`src/rtl/cs_seq_if.sv`:
```
// Bundle between the microinstruction/IR/PSR fields and the control-store next-address sequencer.
// The CALL/RET/STK_ERR signals exist only when SEQ_CALL_STACK_EN is defined.
interface cs_seq_if #(
    parameter int ADDR_W = 11
);
    logic [2:0]        COND;
    logic [ADDR_W-1:0] JADDR;
    logic              MEM_REQ;
    logic              ACK;
    logic [1:0]        IR_OP;
    logic [5:0]        IR_OP3;
    logic              IR_B13;
    logic              PSR_N;
    logic              PSR_Z;
    logic              PSR_V;
    logic              PSR_C;
    logic              IRQ;
    logic              IEN_SET;
    logic [ADDR_W-1:0] CS_ADDR;
    logic              STALL;
    logic              IRQ_ACK;
    logic [1:0]        SEQ_STATE;
`ifdef SEQ_CALL_STACK_EN
    logic              CALL;
    logic              RET;
    logic              STK_ERR;
`endif

    modport master (
`ifdef SEQ_CALL_STACK_EN
        output CALL, RET,
        input  STK_ERR,
`endif
        output COND, JADDR, MEM_REQ, ACK, IR_OP, IR_OP3, IR_B13,
        output PSR_N, PSR_Z, PSR_V, PSR_C, IRQ, IEN_SET,
        input  CS_ADDR, STALL, IRQ_ACK, SEQ_STATE
    );

    modport slave (
`ifdef SEQ_CALL_STACK_EN
        input  CALL, RET,
        output STK_ERR,
`endif
        input  COND, JADDR, MEM_REQ, ACK, IR_OP, IR_OP3, IR_B13,
        input  PSR_N, PSR_Z, PSR_V, PSR_C, IRQ, IEN_SET,
        output CS_ADDR, STALL, IRQ_ACK, SEQ_STATE
    );
endinterface

```
`src/rtl/cs_microsequencer.sv`:
```
// Control-store next-address sequencer: increment / branch / decode / trap, holding during memory waits.
// Define SEQ_CALL_STACK_EN to add a 4-entry micro-subroutine return stack (CALL/RET/STK_ERR).
module cs_microsequencer #(
    parameter int                ADDR_W   = 11,
    parameter logic [ADDR_W-1:0] TRAP_VEC = 11'd2040,
    parameter logic              DEC_MSB  = 1'b1
) (
    input  logic    CLK,
    input  logic    RESET,
    cs_seq_if.slave bus
);
    typedef enum logic [1:0] {
        S_RUN  = 2'b00,
        S_WAIT = 2'b01,
        S_TRAP = 2'b10
    } state_t;

    state_t            state_reg, state_next;
    logic [ADDR_W-1:0] addr_reg, addr_next, addr_inc, dec_addr, na;
    logic              ien_reg, ien_next, irq_ack_reg;
    logic [7:0]        cond_hit;
    logic              jump_taken, is_decode, stall, advance, trap_entry, load_na;
    logic              ret_req;

    assign addr_inc = addr_reg + ADDR_W'(1);
    assign dec_addr = ADDR_W'({DEC_MSB, bus.IR_OP, bus.IR_OP3, 2'b00});

    // Indexed by COND: 000 never jumps, 110 always jumps, 111 is decode (handled separately).
    assign cond_hit   = {1'b0, 1'b1, bus.IR_B13, bus.PSR_C, bus.PSR_V, bus.PSR_Z, bus.PSR_N, 1'b0};
    assign is_decode  = (bus.COND == 3'b111) && !ret_req;
    assign jump_taken = cond_hit[bus.COND] && !ret_req;

`ifdef SEQ_CALL_STACK_EN
    localparam int DEPTH = 4;

    logic [DEPTH-1:0][ADDR_W-1:0] stk_reg, stk_next;
    logic [2:0]                   depth_reg, depth_next;
    logic                         stk_err_reg, push, pop;

    assign ret_req = bus.RET;
    assign push    = load_na && bus.CALL && jump_taken;
    assign pop     = load_na && ret_req;

    // Entry 0 is the top; a push into a full stack shifts the oldest entry out of the bottom.
    generate
        for (genvar gi = 0; gi < DEPTH; gi++) begin : g_stk
            logic [ADDR_W-1:0] from_above, from_below;
            if (gi == 0) begin : g_top
                assign from_above = addr_inc;
            end else begin : g_mid
                assign from_above = stk_reg[gi-1];
            end
            if (gi == DEPTH - 1) begin : g_bot
                assign from_below = '0;
            end else begin : g_up
                assign from_below = stk_reg[gi+1];
            end
            assign stk_next[gi] = push ? from_above : (pop ? from_below : stk_reg[gi]);
        end
    endgenerate

    always_comb begin
        depth_next = depth_reg;
        if (push && depth_reg != 3'(DEPTH)) begin
            depth_next = depth_reg + 3'd1;
        end else if (pop && depth_reg != 3'd0) begin
            depth_next = depth_reg - 3'd1;
        end
    end

    always_ff @(posedge CLK or posedge RESET) begin
        if (RESET) begin
            stk_reg     <= '0;
            depth_reg   <= 3'd0;
            stk_err_reg <= 1'b0;
        end else begin
            stk_reg   <= stk_next;
            depth_reg <= depth_next;
            if (pop && depth_reg == 3'd0) begin
                stk_err_reg <= 1'b1;
            end
        end
    end

    assign bus.STK_ERR = stk_err_reg;
`else
    assign ret_req = 1'b0;
`endif

    always_comb begin
        na = addr_inc;
        if (is_decode) begin
            na = dec_addr;
        end else if (jump_taken) begin
            na = bus.JADDR;
        end
`ifdef SEQ_CALL_STACK_EN
        if (ret_req) begin
            na = (depth_reg == 3'd0) ? '0 : stk_reg[0];
        end
`endif
    end

    always_comb begin
        state_next = state_reg;
        addr_next  = addr_reg;
        ien_next   = ien_reg;
        stall      = 1'b0;
        advance    = 1'b0;
        trap_entry = 1'b0;
        load_na    = 1'b0;
        case (state_reg)
            S_RUN: begin
                if (bus.MEM_REQ && !bus.ACK) begin
                    state_next = S_WAIT;
                    stall      = 1'b1;
                end else begin
                    advance = 1'b1;
                end
            end
            S_WAIT: begin
                stall   = 1'b1;
                advance = bus.ACK;
            end
            S_TRAP: load_na = 1'b1;
            default: state_next = S_RUN;
        endcase
        // Interrupts are only taken when a decode actually advances.
        if (advance && is_decode && bus.IRQ && ien_reg) begin
            trap_entry = 1'b1;
        end else if (advance) begin
            load_na = 1'b1;
        end
        if (trap_entry) begin
            state_next = S_TRAP;
            addr_next  = TRAP_VEC;
        end else if (load_na) begin
            state_next = S_RUN;
            addr_next  = na;
        end
        if (trap_entry) begin
            ien_next = 1'b0;
        end else if (bus.IEN_SET) begin
            ien_next = 1'b1;
        end
    end

    always_ff @(posedge CLK or posedge RESET) begin
        if (RESET) begin
            state_reg   <= S_RUN;
            addr_reg    <= '0;
            ien_reg     <= 1'b1;
            irq_ack_reg <= 1'b0;
        end else begin
            state_reg   <= state_next;
            addr_reg    <= addr_next;
            ien_reg     <= ien_next;
            irq_ack_reg <= trap_entry;
        end
    end

    assign bus.CS_ADDR   = addr_reg;
    assign bus.STALL     = stall && !RESET;
    assign bus.IRQ_ACK   = irq_ack_reg;
    assign bus.SEQ_STATE = state_reg;
endmodule

```
`src/flat_wrapper.sv`:
```
// flat-port wrapper written by rule: the top's interface ports become plain ports
module cs_microsequencer_flat 
#(
    parameter int                ADDR_W   = 11,
    parameter logic [ADDR_W-1:0] TRAP_VEC = 11'd2040,
    parameter logic              DEC_MSB  = 1'b1
)
  (CLK, RESET, bus_COND, bus_JADDR, bus_MEM_REQ, bus_ACK, bus_IR_OP, bus_IR_OP3, bus_IR_B13, bus_PSR_N, bus_PSR_Z, bus_PSR_V, bus_PSR_C, bus_IRQ, bus_IEN_SET, bus_CS_ADDR, bus_STALL, bus_IRQ_ACK, bus_SEQ_STATE);
  cs_seq_if #(.ADDR_W(ADDR_W)) bus_i ();
  input  logic CLK;
  input  logic RESET;
  input wire logic [$bits(bus_i.COND)-1:0] bus_COND;
  input wire logic [$bits(bus_i.JADDR)-1:0] bus_JADDR;
  input wire logic [$bits(bus_i.MEM_REQ)-1:0] bus_MEM_REQ;
  input wire logic [$bits(bus_i.ACK)-1:0] bus_ACK;
  input wire logic [$bits(bus_i.IR_OP)-1:0] bus_IR_OP;
  input wire logic [$bits(bus_i.IR_OP3)-1:0] bus_IR_OP3;
  input wire logic [$bits(bus_i.IR_B13)-1:0] bus_IR_B13;
  input wire logic [$bits(bus_i.PSR_N)-1:0] bus_PSR_N;
  input wire logic [$bits(bus_i.PSR_Z)-1:0] bus_PSR_Z;
  input wire logic [$bits(bus_i.PSR_V)-1:0] bus_PSR_V;
  input wire logic [$bits(bus_i.PSR_C)-1:0] bus_PSR_C;
  input wire logic [$bits(bus_i.IRQ)-1:0] bus_IRQ;
  input wire logic [$bits(bus_i.IEN_SET)-1:0] bus_IEN_SET;
  output wire logic [$bits(bus_i.CS_ADDR)-1:0] bus_CS_ADDR;
  output wire logic [$bits(bus_i.STALL)-1:0] bus_STALL;
  output wire logic [$bits(bus_i.IRQ_ACK)-1:0] bus_IRQ_ACK;
  output wire logic [$bits(bus_i.SEQ_STATE)-1:0] bus_SEQ_STATE;
  assign bus_i.COND = bus_COND;
  assign bus_i.JADDR = bus_JADDR;
  assign bus_i.MEM_REQ = bus_MEM_REQ;
  assign bus_i.ACK = bus_ACK;
  assign bus_i.IR_OP = bus_IR_OP;
  assign bus_i.IR_OP3 = bus_IR_OP3;
  assign bus_i.IR_B13 = bus_IR_B13;
  assign bus_i.PSR_N = bus_PSR_N;
  assign bus_i.PSR_Z = bus_PSR_Z;
  assign bus_i.PSR_V = bus_PSR_V;
  assign bus_i.PSR_C = bus_PSR_C;
  assign bus_i.IRQ = bus_IRQ;
  assign bus_i.IEN_SET = bus_IEN_SET;
  assign bus_CS_ADDR = bus_i.CS_ADDR;
  assign bus_STALL = bus_i.STALL;
  assign bus_IRQ_ACK = bus_i.IRQ_ACK;
  assign bus_SEQ_STATE = bus_i.SEQ_STATE;
  cs_microsequencer #(.ADDR_W(ADDR_W), .TRAP_VEC(TRAP_VEC), .DEC_MSB(DEC_MSB)) u_core (.CLK(CLK), .RESET(RESET), .bus(bus_i));
endmodule
```
`config.mk`:
```
export PLATFORM = sky130hd
export DESIGN_NAME = cs_microsequencer_flat
export DESIGN_NICKNAME = d
export VERILOG_FILES = /design/src/rtl/cs_seq_if.sv /design/src/rtl/cs_microsequencer.sv /design/src/flat_wrapper.sv
export SDC_FILE = /design/constraint.sdc
export NUM_CORES = 1
export LEC_CHECK = 0
export BUFFER_PORTS_ARGS = -buffer_cell sky130_fd_sc_hd__buf_2
export CORE_UTILIZATION = 43
export DETAILED_ROUTE_END_ITERATION = 10
export GPL_TIMING_DRIVEN = 0
export PLACE_DENSITY = 0.86
export SLEW_MARGIN = 30
export SYNTH_ARGS = -nofsm -noshare
export SYNTH_HDL_FRONTEND = slang
export SYNTH_SLANG_ARGS = --single-unit
```
`constraint.sdc`:
```
create_clock -name CLK -period 1.6 [get_ports CLK]
set_input_delay 0.16 -clock CLK [delete_from_list [all_inputs] [get_ports CLK]]
set_output_delay 0.16 -clock CLK [all_outputs]
set_load 0.02 [all_outputs]
```
# Word level (Yosys, flattened, before mapping)
# Cells that the tools add are included.
[op_classes]
add_sub_neg = 1
n_mul = 0
n_div = 0
order_cmp = 1
eq_ne = 5
n_shift = 0
n_mux = 20
n_bitwise = 0
n_reduce_logical = 12
[ops]
columns = ["op", "n"]
rows = [
  ["$mux 11", 4],
  ["$add 11x1->11 const B", 1],
  ["$mux 1", 9],
  ["$mux 2", 3],
  ["$logic_and 1x1->1", 5],
  ["$lt 3x4->1 const B", 1],
  ["$ne 4x1->1 const B", 1],
  ["$pmux 1 s2", 2],
  ["$pmux 2 s2", 1],
  ["$reduce_bool 2->1", 2],
  ["$bmux 1 s3", 1],
  ["$eq 3x3->1 const B", 1],
  ["$ne 3x1->1 const B", 1],
  ["$eq 2x1->1 const B", 1],
  ["$eq 2x2->1 const B", 1],
  ["$logic_not 1->1", 2],
  ["$logic_not 2->1", 1],
  ["$reduce_and 2->1", 1],
  ["$reduce_or 2->1", 1],
]
[word_totals]
register_bits = 15
latchBits = 0
ramBits = 0
mem_bits_ro = 0
out_inout_bits = 15
word_cells = 43
memories = 0

# Depth between registers and ports, before layout
# Gate-level depths: netlist of the first run.
[logic_depth]
depth_word = 10
mapped_depth = 8
mapped_depth_nobuf = 7

# Worst setup path after synthesis of the first run
# Ideal clock, no wire load.
[synth_timing]
path_kind = "register to register"
start = "register u_core.state_reg[0] (netlist: u_core.bus.SEQ_STATE[0])"
end = "register u_core.addr_reg[4] (netlist: u_core.bus.CS_ADDR[4])"
arrival_time_ns = 1.788
required_time_ns = 1.496
path_slack_ns = -0.292
stages_incl_launch_ff = 8
n_path_buf = 1
synth_period_minus_slack_ns = 1.892
cell_sequence = "dfrtp_1 > inv_1 > ha_1 > o21ai_1 > nand3b_1 > and2_1 > clkbuf_2 > a221oi_1"
[synth_via]
elab_chain_len = 7
word_cells_on_any_way = 13
[synth_rtl]
columns = ["item", "line", "source"]
rows = [
  ["start: declaration", "cs_microsequencer.sv:18", "state_t state_reg, state_next;"],
  ["start signal: assignment", "cs_microsequencer.sv:155", "state_reg <= state_next;"],
  ["$eq 2x1->1 or $logic_not 2->1 (tied branches)", "cs_microsequencer.sv:112", "case (state_reg)"],
  ["$pmux 1 s2", "cs_microsequencer.sv:112", ""],
  ["$logic_and 1x1->1 (3 in a row)", "cs_microsequencer.sv:129", "if (advance && is_decode && bus.IRQ && ien_reg) begin"],
  ["$mux 1", "cs_microsequencer.sv:129", ""],
  ["$mux 11 or $reduce_bool 2->1 (tied branches)", "n/a", ""],
  ["end signal: assignment", "cs_microsequencer.sv:156", "addr_reg <= addr_next;"],
  ["end: declaration", "cs_microsequencer.sv:19", "logic [ADDR_W-1:0] addr_reg, addr_next, addr_inc, dec_addr, na;"],
]
# Parallel ways exist; a longest one is shown, timed or not.
# A chain may end at the register's enable or synchronous reset.

# Worst setup path in the final report of the first run
[layout_timing]
start = "register u_core.state_reg[0] (netlist: u_core.bus.SEQ_STATE[0])"
end = "register u_core.addr_reg[6] (netlist: u_core.bus.CS_ADDR[6])"
# The elaborated chain is that of the path after synthesis.

==> metrics.md, run 1 <==
| Metric | Value |
|---|---|
| XOR/XNOR share of the synthesized area | 0.05373 |
| Grt total ovfl | 0 |
| Antenna viol nets, final | 0 |
| Crit path launch | u_core.bus.SEQ_STATE[0] |
| H-tree Lvls | 1 |
| Crit end category | flop |
| Yosys warning count | 0 |
| Failing checks | negative setup slack |
| Via density | 5.773 |
| Via count | 1270 |
| Time the worst path needs with I/O delays and setup | 1.704 ns |
| Die extent in x | 53.52 microns |
| WHS Path Cells | 3 |
| All-Layer GR Usage | 0.2440 |
| Compound-Gate Fraction of Synth Area | 0.1974 |
| RSZ-0062 raised after global routing | yes |
| Final WS setup | -0.1042 ns |
| Worst hold slack | 0.08925 ns |
| Main flop type after synthesis | dfrtp_1 |
| Worst-case vdd ir drop | 0.9105 mV |
| Port bufs | 47 |
| CP Launch Type | flop |
| Fin Setup TNS | -0.4582 ns |
| Post-route insts no fill | 220 |
| Yosys reg bits | 15 |
| Starting Density | 0.4565 |
| Clk_skew | 0.002094 ns |
| Simple-gate share of the synthesized area | 0.2193 |
| Top Ports | 48 |
| Routed wire length | 3392 microns |
| Synth Area in Adders | 0.04386 |
| Slew Limit Fails | 0 |
| Routed WL per cell | 15.42 microns |
| Core area | 0.002500 sq mm |
| P&R area growth vs syn | 44.19% |
| Clock sink total | 15 |
| Die area | 0.002864 sq mm |
| CTS root buffer | clkbuf_4 |
| Commonest non-fill, non-tap cell in the layout | buf_2 |
| CTS tree | built |
| Post-synth cell types | 40 |
| Multiplexer area fraction after synthesis | 0.09759 |
| Power density over the cells | 1283 mW/mm^2 |
| Avg Synthesized Cell Area | 8.778 sq um |
| Router iterations before antenna repair | 5 |
| Worst Hold End | u_core.ien_reg |
| Crit Path Max Fanout | 5 |
| DP Area | 0.001476 sq mm |
| Final setup fails | 7 |
| Status | finished with violations |
| Cell count after synthesis | 130 |
| Largest net degree at the start of global routing | 16 |
| Row count | 18 |
| Fraction of layout cells with a size suffix above 1 | 0.4632 |
| Mapped Area | 0.001141 sq mm |
| Layout Nets | 228 |
| Die Y | 53.52 microns |
| Number of global-route vias before repair | 1153 |
| MaxCap Viol Count | 0 |
| Hpwl dp | 2367 microns |
| DRC violations left | 0 |
| Number of buffers created by CTS | 3 |
| Hold Startpoint | bus_IEN_SET |
| Hold Crit Class | input port to flop |
| Placer Congestion | 0.8330 |
| Starting DRC count in detailed routing | 29 |
| Post-synthesis sequential area ratio | 0.3300 |
| Max reg flops | 11 |
| Initial antenna violation count | 0 |
| Flop2flop setup slack | -0.10 ns |
| R2R Path Start | u_core.bus.SEQ_STATE[0] |
| Post-synth EDFFs | 0 |
| Diode count | 0 |
| Arrival time of the worst setup path | 1.90 ns |
| Leakage power | 0.7800 nW |
| Clock transition at path regs | 0.10 ns |
| Max Fclk | 586.8 MHz |
| First-pass GRT wire length | 5085 microns |
| Worst Reg2Reg Path Length in Cells | 8 |
| Post-route clock period utilization | 1.065 |
| Main combinational cell family by area after synthesis | simple AND/OR/NAND/NOR gates |
| Rel. slew slack | 0.6087 |
| Pre-CTS setup slack | -0.1295 ns |
| CTS Buffer Depth | 2 |
| Worst-Margin Slew | 0.5864 ns |
| Clock Latency Late Sink | 0.28 ns |
| Final instance area | 0.001645 sq mm |
| Worst R2R End | u_core.bus.CS_ADDR[6] |
| Crit Path Category | flop to flop |
| Syn_nets | 167 |
| Final Hold Fails | 0 |
| Post-synth ARST share | 1.000 |
| Placed Cells | 207 |
| Worst endpoint required time | 1.79 ns |
| Commonest cells after routing, fill and taps aside | buf_2 (46), nand2_1 (13), nor2_1 (12), dfrtp_1 (11), mux2i_1 (10) |
==> power by group <==
group | switching (mW) | internal (mW) | leakage, nW
clock network | 0.130 | 0.0927 | 0.0177
logic | 0.630 | 0.541 | 0.589
registers | 0.209 | 0.508 | 0.174
total | 0.969 | 1.14 | 0.780
==> cell families after synthesis <==
| group | count (synthesis) |
|---|---|
| AND/OR/NAND/NOR | 49 |
| XOR/XNOR | 7 |
| AO/OA/AOI/OAI | 33 |
| flip-flops | 15 |
| multiplexers | 11 |
| buffers and inverters | 11 |
| adder cells (fa/ha/maj) | 4 |
==> critical path, stage by stage (launching register included) <==
cell	delay, ns
dfrtp_2	0.45
inv_2	0.10
ha_4	0.18
o21ai_4	0.07
buf_6	0.12
buf_6	0.11
a21oi_4	0.24
nor3_2	0.10
a221oi_4	0.24
==> metrics by stage <==
step	total power, mW	util
final	2.110	0.6582
after global routing	2.254	0.6582
after CTS	2.015	0.6316
after detailed placement	1.731	0.5906
after global placement	1.684	0.5906
after floorplan	1.413	-
==> synthesized netlist by cell type, drive strengths merged (2+ instances only) <==
cell type  number  area (sq um)
buf             2         31.28
o211ai          3         22.52
a21oi           7         35.03
o21ai           7         35.03
o32ai           2         17.52
nand3b          3         35.03
nor3            5         25.02
xor2            3         26.28
a221oi          2         17.52
clkbuf          4         16.26
ha              4         50.05
nor2           13         48.80
inv             5         18.77
and3            2         13.77
dfrtp          14         350.3
mux2i          10         100.1
nand3           6         30.03
nand2          13         48.80
xnor2           4         35.03
nand4           3         18.77
a31oi           3         18.77
a21o            2         15.01
==> layout make-up <==
class,instances,area [sq um]
plain buffers,4,42.54
clock buffers,3,22.52
multi-input cells,104,804.5
well taps,30,37.54
repair buffers,58,334.1
inverters,5,18.77
clock inverters,1,5.005
fillers,217,854.6
flip-flops and latches,15,380.4
==> layer usage <==
layer | up-vias | track usage | part of all wire
li1 | 602 | - | -
met1 | 594 | 0.2867 | 0.40
met2 | 64 | 0.4688 | 0.53
met3 | 10 | 0.04310 | 0.065
met4 | 0 | 0.02193 | 0.0062
met5 | - | 0 | 0
==> worst max-delay path by stage <==
stage / end / slack [ns] / depth (start not counted)
after floorplan: u_core.bus.CS_ADDR[4] / -0.005 / 7
after global placement: u_core.bus.CS_ADDR[7] / -0.09 / 7
after detailed placement: u_core.bus.CS_ADDR[8] / -0.13 / 7
after CTS: u_core.bus.CS_ADDR[6] / -0.07 / 7
after global routing: u_core.bus.CS_ADDR[6] / -0.17 / 8
final: u_core.bus.CS_ADDR[6] / -0.10 / 8
==> what timing repair did <==
action	4_1_cts	5_1_grt
resized for setup	6	13
endpoints found under the hold margin	14	0
pin swaps	2	6
setup buffers	6	4
endpoints found under the setup margin	9	13
hold buffers	1	0
Power figures use the tool's default switching activity.
==> inputs of run 2 (changes only) <==
CORE_UTILIZATION = 47   (was 43)
PLACE_DENSITY = 0.89   (was 0.86)
clock period = 1.8 ns   (was 1.6 ns; I/O delays follow)
==> metrics.md, run 2 (synthesis results as in run 1) <==
| Metric | Value |
|---|---|
| Status | completed (was finished with violations) |
| Slowest stage delay, CP | 0.41 ns (was 0.45 ns) |
| Top Ports | 48 (unchanged) |
| Worst-Margin Slew | 0.6217 ns (was 0.5864 ns) |
| MaxCap Viol Count | 0 (unchanged) |
| Diode count | 0 (unchanged) |
| Worst-path cell chain | inv_1 -> ha_4 -> nand2b_1 -> buf_4 -> a21oi_2 -> nor3_1 -> a221oi_2 (was inv_2 -> ha_4 -> o21ai_4 -> buf_6 -> buf_6 -> a21oi_4 -> nor3_2 -> a221oi_4) |
| CTS tree | built (unchanged) |
| CTS Buffer Depth | 2 (unchanged) |
| Worst Reg2Reg Path Length in Cells | 7 (was 8) |
| Final instance area | 0.001538 sq mm (was 0.001645 sq mm) |
| GR peak layer | met2 (unchanged) |
| Crit end category | flop (unchanged) |
| Commonest non-fill, non-tap cell in the layout | buf_2 (unchanged) |
| Clk_skew | 0.01024 ns (was 0.002094 ns) |
| Starting DRC count in detailed routing | 58 (was 29) |
| CP Capture Point | u_core.bus.CS_ADDR[6] (unchanged) |
| Antenna viol nets, final | 0 (unchanged) |
| Met1 Track Usage GR | 0.3223 (was 0.2867) |
| Post-route clock period utilization | 0.9561 (was 1.065) |
| Crit-path slowest cell | dfrtp_2 (unchanged) |
| Hold Crit Class | input port to flop (unchanged) |
| Die Y | 51.28 microns (was 53.52 microns) |
| Max reg flops | 11 (unchanged) |
| Max Fclk | 581.1 MHz (was 586.8 MHz) |
| Number of buffers created by CTS | 3 (unchanged) |
| Routed wire length | 3310 microns (was 3392 microns) |
| Placed Cells | 205 (was 207) |
| Power density over the cells | 1153 mW/mm^2 (was 1283 mW/mm^2) |
| R2R Path Start | u_core.bus.SEQ_STATE[1] (was u_core.bus.SEQ_STATE[0]) |
| Die extent in x | 51.28 microns (was 53.52 microns) |
| Arrival time of the worst setup path | 1.92 ns (was 1.90 ns) |
| Worst-case vdd ir drop | 0.9007 mV (was 0.9105 mV) |
| Met2 GRT Util | 0.4539 (was 0.4688) |
| Layout Nets | 225 (was 228) |
| # fillers | 193 (was 217) |
| Commonest cells after routing, fill and taps aside | buf_2 (47), nand2_1 (13), nor2_1 (12), dfrtp_1 (11), mux2i_1 (10) (was buf_2 (46), nand2_1 (13), nor2_1 (12), dfrtp_1 (11), mux2i_1 (10)) |
| Fraction of layout cells with a size suffix above 1 | 0.4011 (was 0.4632) |
| DRC violations left | 0 (unchanged) |
| CTS root buffer | clkbuf_4 (unchanged) |
| Router iterations before antenna repair | 4 (was 5) |
| Core area | 0.002255 sq mm (was 0.002500 sq mm) |
| Leakage power | 0.7383 nW (was 0.7800 nW) |
| CP Launch Type | flop (unchanged) |
| Placer Congestion | 0.8784 (was 0.8330) |
| Hold Startpoint | bus_IEN_SET (unchanged) |
| Initial antenna violation count | 0 (unchanged) |
| DP Area | 0.001418 sq mm (was 0.001476 sq mm) |
| Time the worst path needs with I/O delays and setup | 1.721 ns (was 1.704 ns) |
| Crit Path Max Fanout | 5 (unchanged) |
| Hpwl dp | 2325 microns (was 2367 microns) |
| Post-route insts no fill | 215 (was 220) |
| Clock sink total | 15 (unchanged) |
| Row count | 17 (was 18) |
| Met3 usage | 0.05655 (was 0.04310) |
| Rel. slew slack | 0.5851 (was 0.6087) |
| Number of global-route vias before repair | 1206 (was 1153) |
| Worst endpoint required time | 2.00 ns (was 1.79 ns) |
| Routed WL per cell | 15.40 microns (was 15.42 microns) |
| First-pass GRT wire length | 5154 microns (was 5085 microns) |
| Pwr Total | 1.773 mW (was 2.110 mW) |
| Clock transition at path regs | 0.08 ns (was 0.10 ns) |
| Grt total ovfl | 0 (unchanged) |
| CP top delay family | compound AO/OA/AOI/OAI gates (unchanged) |
| Flop2flop setup slack | 0.08 ns (was -0.10 ns) |
| CP Depth | 7 (was 8) |
| P&R area growth vs syn | 34.76% (was 44.19%) |
| Crit path buf inv count | 2 (was 3) |
| Slew Limit Fails | 0 (unchanged) |
| Via count | 1267 (was 1270) |
| Largest net degree at the start of global routing | 16 (unchanged) |
| H-tree Lvls | 1 (unchanged) |
| Crit path launch | u_core.bus.SEQ_STATE[1] (was u_core.bus.SEQ_STATE[0]) |
| Final setup fails | 0 (was 7) |
| Final Hold Fails | 0 (unchanged) |
| Die area | 0.002629 sq mm (was 0.002864 sq mm) |
| Worst R2R End | u_core.bus.CS_ADDR[6] (unchanged) |
| Port bufs | 47 (unchanged) |
| Via density | 5.893 (was 5.773) |
| Worst hold slack | 0.1019 ns (was 0.08925 ns) |
| Clock Latency Late Sink | 0.30 ns (was 0.28 ns) |
| Starting Density | 0.5061 (was 0.4565) |
| Crit Path Category | flop to flop (unchanged) |
| All-Layer GR Usage | 0.2670 (was 0.2440) |
==> run 2: how the worst min path moves through the flow <==
stage               cells past startpoint                    end
finish                                  3         u_core.ien_reg
global route                            3         u_core.ien_reg
CTS                                     3         u_core.ien_reg
detailed placement                      2  u_core.bus.CS_ADDR[9]
global placement                        2  u_core.bus.CS_ADDR[1]
floorplan                               1  u_core.bus.CS_ADDR[0]
==> run 2: cell type report <==
class / instances / area, sq um / share of cell area
clock buffer: 4 / 26.28 / 0.01709
multi-input combinational: 104 / 743.2 / 0.4833
tap: 28 / 35.03 / 0.02278
inverter: 5 / 18.77 / 0.01221
sequential: 15 / 380.4 / 0.2474
timing repair buffer: 53 / 282.8 / 0.1839
buffer: 6 / 51.30 / 0.03336
==> run 2: report_power, final <==
group,switching (mW),internal [mW]
Combinational,0.547,0.416
Sequential,0.159,0.452
Clock,0.112,0.0864
Total,0.819,0.954
==> run 2: metal layers <==
| layer | wire length, microns | vias to the layer above |
|---|---|---|
| li1 | - | 593 |
| met1 | 1420 | 606 |
| met2 | 1611 | 60 |
| met3 | 208 | 8 |
| met4 | 70 | 0 |
| met5 | 0 | - |
==> run 2: worst reg2reg max path, cell delays in order, from the launching register on <==
cell      delay, ns
dfrtp_2        0.41
inv_1          0.14
ha_4           0.20
nand2b_1       0.11
buf_4          0.16
a21oi_2        0.27
nor3_1         0.10
a221oi_2       0.23
==> run 2: repair_timing <==
action	CTS	global route
gates cloned	0	0
endpoints found under the setup margin	7	12
pin swaps	1	2
setup buffers	4	1
gates resized for setup	5	9
hold endpoints to repair	14	0
hold buffers	1	0
==> run 2: stage by stage <==
step | util | setup slack, ns | setup TNS, ns
after floorplan | - | 0.02738 | 0
after global placement | 0.6287 | -0.04901 | -0.05977
after detailed placement | 0.6287 | -0.1045 | -0.5631
after CTS | 0.6643 | 0.01960 | 0
after global routing | 0.6820 | -0.03079 | -0.06680
final | 0.6820 | 0.07910 | 0
==> inputs of run 3 (changes only) <==
CTS_CLUSTER_SIZE = 25   (was unset)
clock period = 1.6 ns   (was 1.8 ns; I/O delays follow)
==> metrics.md, run 3 (synthesis results as in run 1) <==
| Metric | Value |
|---|---|
| Top Ports | 48 (unchanged) |
| Grt total ovfl | 0 (unchanged) |
| Slew Limit Fails | 0 (unchanged) |
| R2R Path Start | u_core.bus.SEQ_STATE[1] (unchanged) |
| Post-route clock period utilization | 1.031 (was 0.9561) |
| Worst hold slack | 0.08232 ns (was 0.1019 ns) |
| CTS Buffer Depth | 2 (unchanged) |
| Placed Cells | 205 (unchanged) |
| Crit path launch | u_core.bus.SEQ_STATE[1] (unchanged) |
| Max Fclk | 606.2 MHz (was 581.1 MHz) |
| Arrival time of the worst setup path | 1.85 ns (was 1.92 ns) |
| Routed WL per cell | 14.74 microns (was 15.40 microns) |
| P&R area growth vs syn | 39.14% (was 34.76%) |
| Internal power | 1.102 mW (was 0.9542 mW) |
| Crit Path Max Fanout | 5 (unchanged) |
| Die area | 0.002629 sq mm (unchanged) |
| Commonest non-fill, non-tap cell in the layout | buf_2 (unchanged) |
| Fraction of layout cells with a size suffix above 1 | 0.4402 (was 0.4011) |
| Clock Latency Late Sink | 0.29 ns (was 0.30 ns) |
| Rel. slew slack | 0.6078 (was 0.5851) |
| H-tree Lvls | 1 (unchanged) |
| Hpwl dp | 2356 microns (was 2325 microns) |
| Gate power share | 0.537 (was 0.543) |
| Leakage power | 0.7460 nW (was 0.7383 nW) |
| Core area | 0.002255 sq mm (unchanged) |
| Status | finished with violations (was completed) |
| Worst-Margin Slew | 0.5876 ns (was 0.6217 ns) |
| NetSw | 0.9566 mW (was 0.8186 mW) |
| All-Layer GR Usage | 0.2556 (was 0.2670) |
| First-pass GRT wire length | 5057 microns (was 5154 microns) |
| Time the worst path needs with I/O delays and setup | 1.650 ns (was 1.721 ns) |
| Number of global-route vias before repair | 1161 (was 1206) |
| Starting Density | 0.5061 (unchanged) |
| Power density over the cells | 1297 mW/mm^2 (was 1153 mW/mm^2) |
| Via count | 1235 (was 1267) |
| Row count | 17 (unchanged) |
| Crit end category | flop (unchanged) |
| Failing checks | negative setup slack |
| CP Launch Type | flop (unchanged) |
| Initial antenna violation count | 0 (unchanged) |
| Antenna viol nets, final | 0 (unchanged) |
| Flop2flop setup slack | -0.05 ns (was 0.08 ns) |
| Clock sink total | 15 (unchanged) |
| CP Capture Point | u_core.bus.CS_ADDR[4] (was u_core.bus.CS_ADDR[6]) |
| Worst Reg2Reg Path Length in Cells | 7 (unchanged) |
| Starting DRC count in detailed routing | 34 (was 58) |
| CTS tree | built (unchanged) |
| Worst R2R End | u_core.bus.CS_ADDR[4] (was u_core.bus.CS_ADDR[6]) |
| Die extent in x | 51.28 microns (unchanged) |
| Hold Crit Class | input port to flop (unchanged) |
| Placer Congestion | 0.8605 (was 0.8784) |
| Final setup fails | 5 (was 0) |
| Worst-case vdd ir drop | 0.7784 mV (was 0.9007 mV) |
| Diode count | 0 (unchanged) |
| Crit Path Category | flop to flop (unchanged) |
| Clock transition at path regs | 0.10 ns (was 0.08 ns) |
| Number of buffers created by CTS | 3 (unchanged) |
| Clock power frac | 0.113 (was 0.112) |
| Die Y | 51.28 microns (unchanged) |
| Final WS setup | -0.04956 ns (was 0.07910 ns) |
| WHS Path Cells | 3 (unchanged) |
| Clk_skew | 0.003911 ns (was 0.01024 ns) |
| Part of the power in registers | 0.351 (was 0.345) |
| DRC violations left | 0 (unchanged) |
| Largest net degree at the start of global routing | 16 (unchanged) |
| Layout Nets | 222 (was 225) |
| MaxCap Viol Count | 0 (unchanged) |
| Post-route insts no fill | 212 (was 215) |
| Port bufs | 47 (unchanged) |
| Via density | 5.825 (was 5.893) |
| Switching Share | 0.4647 (was 0.4617) |
| Router iterations before antenna repair | 4 (unchanged) |
| Commonest cells after routing, fill and taps aside | buf_2 (47), nor2_1 (12), nand2_1 (12), dfrtp_1 (11), mux2i_1 (10) (was buf_2 (47), nand2_1 (13), nor2_1 (12), dfrtp_1 (11), mux2i_1 (10)) |
| CTS root buffer | clkbuf_4 (unchanged) |
| Routed wire length | 3125 microns (was 3310 microns) |
| Worst endpoint required time | 1.80 ns (was 2.00 ns) |
| RSZ-0062 raised after global routing | yes |
| Final Hold Fails | 0 (unchanged) |
| Max reg flops | 11 (unchanged) |
==> run 3: changes by cell type in the layout (fill, tap and decap cells not counted), sizes merged <==
| cell | previous run | this run |
|---|---|---|
| buf | 55 | 54 |
| clkinv | 0 | 1 |
| clkbuf | 7 | 4 |
==> run 3: area by class of cell <==
cell class / count / area [sq um]
Buffer: 4 / 42.54
Inverter: 5 / 18.77
Timing Repair Buffer: 52 / 275.3
Sequential cell: 15 / 380.4
Multi-Input combinational cell: 104 / 808.3
Fill cell: 185 / 666.9
Tap cell: 28 / 35.03
Clock buffer: 3 / 22.52
Clock inverter: 1 / 5.005
==> run 3: per-stage QoR <==
stage / util / total power, mW / instance area, sq um / setup slack [ns] / TNS [ns]
2_1_floorplan: - / 1.413 / 1204 / -0.004746 / -0.01317
3_3_place_gp: 0.6537 / 1.681 / 1474 / -0.07922 / -0.1232
3_5_place_dp: 0.6537 / 1.726 / 1474 / -0.1232 / -0.6387
4_1_cts: 0.6942 / 2.001 / 1565 / -0.04804 / -0.1386
5_1_grt: 0.7042 / 2.186 / 1588 / -0.1207 / -0.7030
6_report: 0.7042 / 2.059 / 1588 / -0.04956 / -0.1255
==> run 3: metal layers <==
metal	wire [microns]	GRT usage	vias to the layer above
met2	1647	0.4868	61
met4	28	0.06306	0
met5	0	0	-
met1	1235	0.2889	586
li1	-	-	584
met3	213	0.04762	4
==> run 3: how the worst min path moves through the flow <==
stage                      from                      to
detailed placement        RESET      u_core.bus.IRQ_ACK
global placement          RESET   u_core.bus.CS_ADDR[5]
CTS                 bus_IEN_SET          u_core.ien_reg
global route        bus_IEN_SET          u_core.ien_reg
finish              bus_IEN_SET          u_core.ien_reg
floorplan                 RESET  u_core.bus.CS_ADDR[10]
==> run 3: critical path, cell delays in order (launching register included) <==
cell and delay [ns]:
dfrtp_2 0.44, inv_2 0.10, ha_4 0.19, o21ai_4 0.08, buf_4 0.14, a21oi_4 0.25, nor3_1 0.10, a221oi_2 0.25
==> run 3: power groups by stage <==
stage / clock, mW / sequential [mW] / combinational [mW]
floorplan: 0 / 0.820 / 0.593
global placement: 0 / 0.678 / 1.00
detailed placement: 0 / 0.690 / 1.04
CTS: 0.229 / 0.682 / 1.09
global route: 0.248 / 0.747 / 1.19
finish: 0.232 / 0.722 / 1.11
==> run 3: what timing repair did <==
action,4_1_cts,5_1_grt
pin swaps,1,5
hold buffers,1,0
endpoints found under the hold margin,14,0
resized for setup,6,11
setup endpoints to repair,9,11
setup buffers,4,0
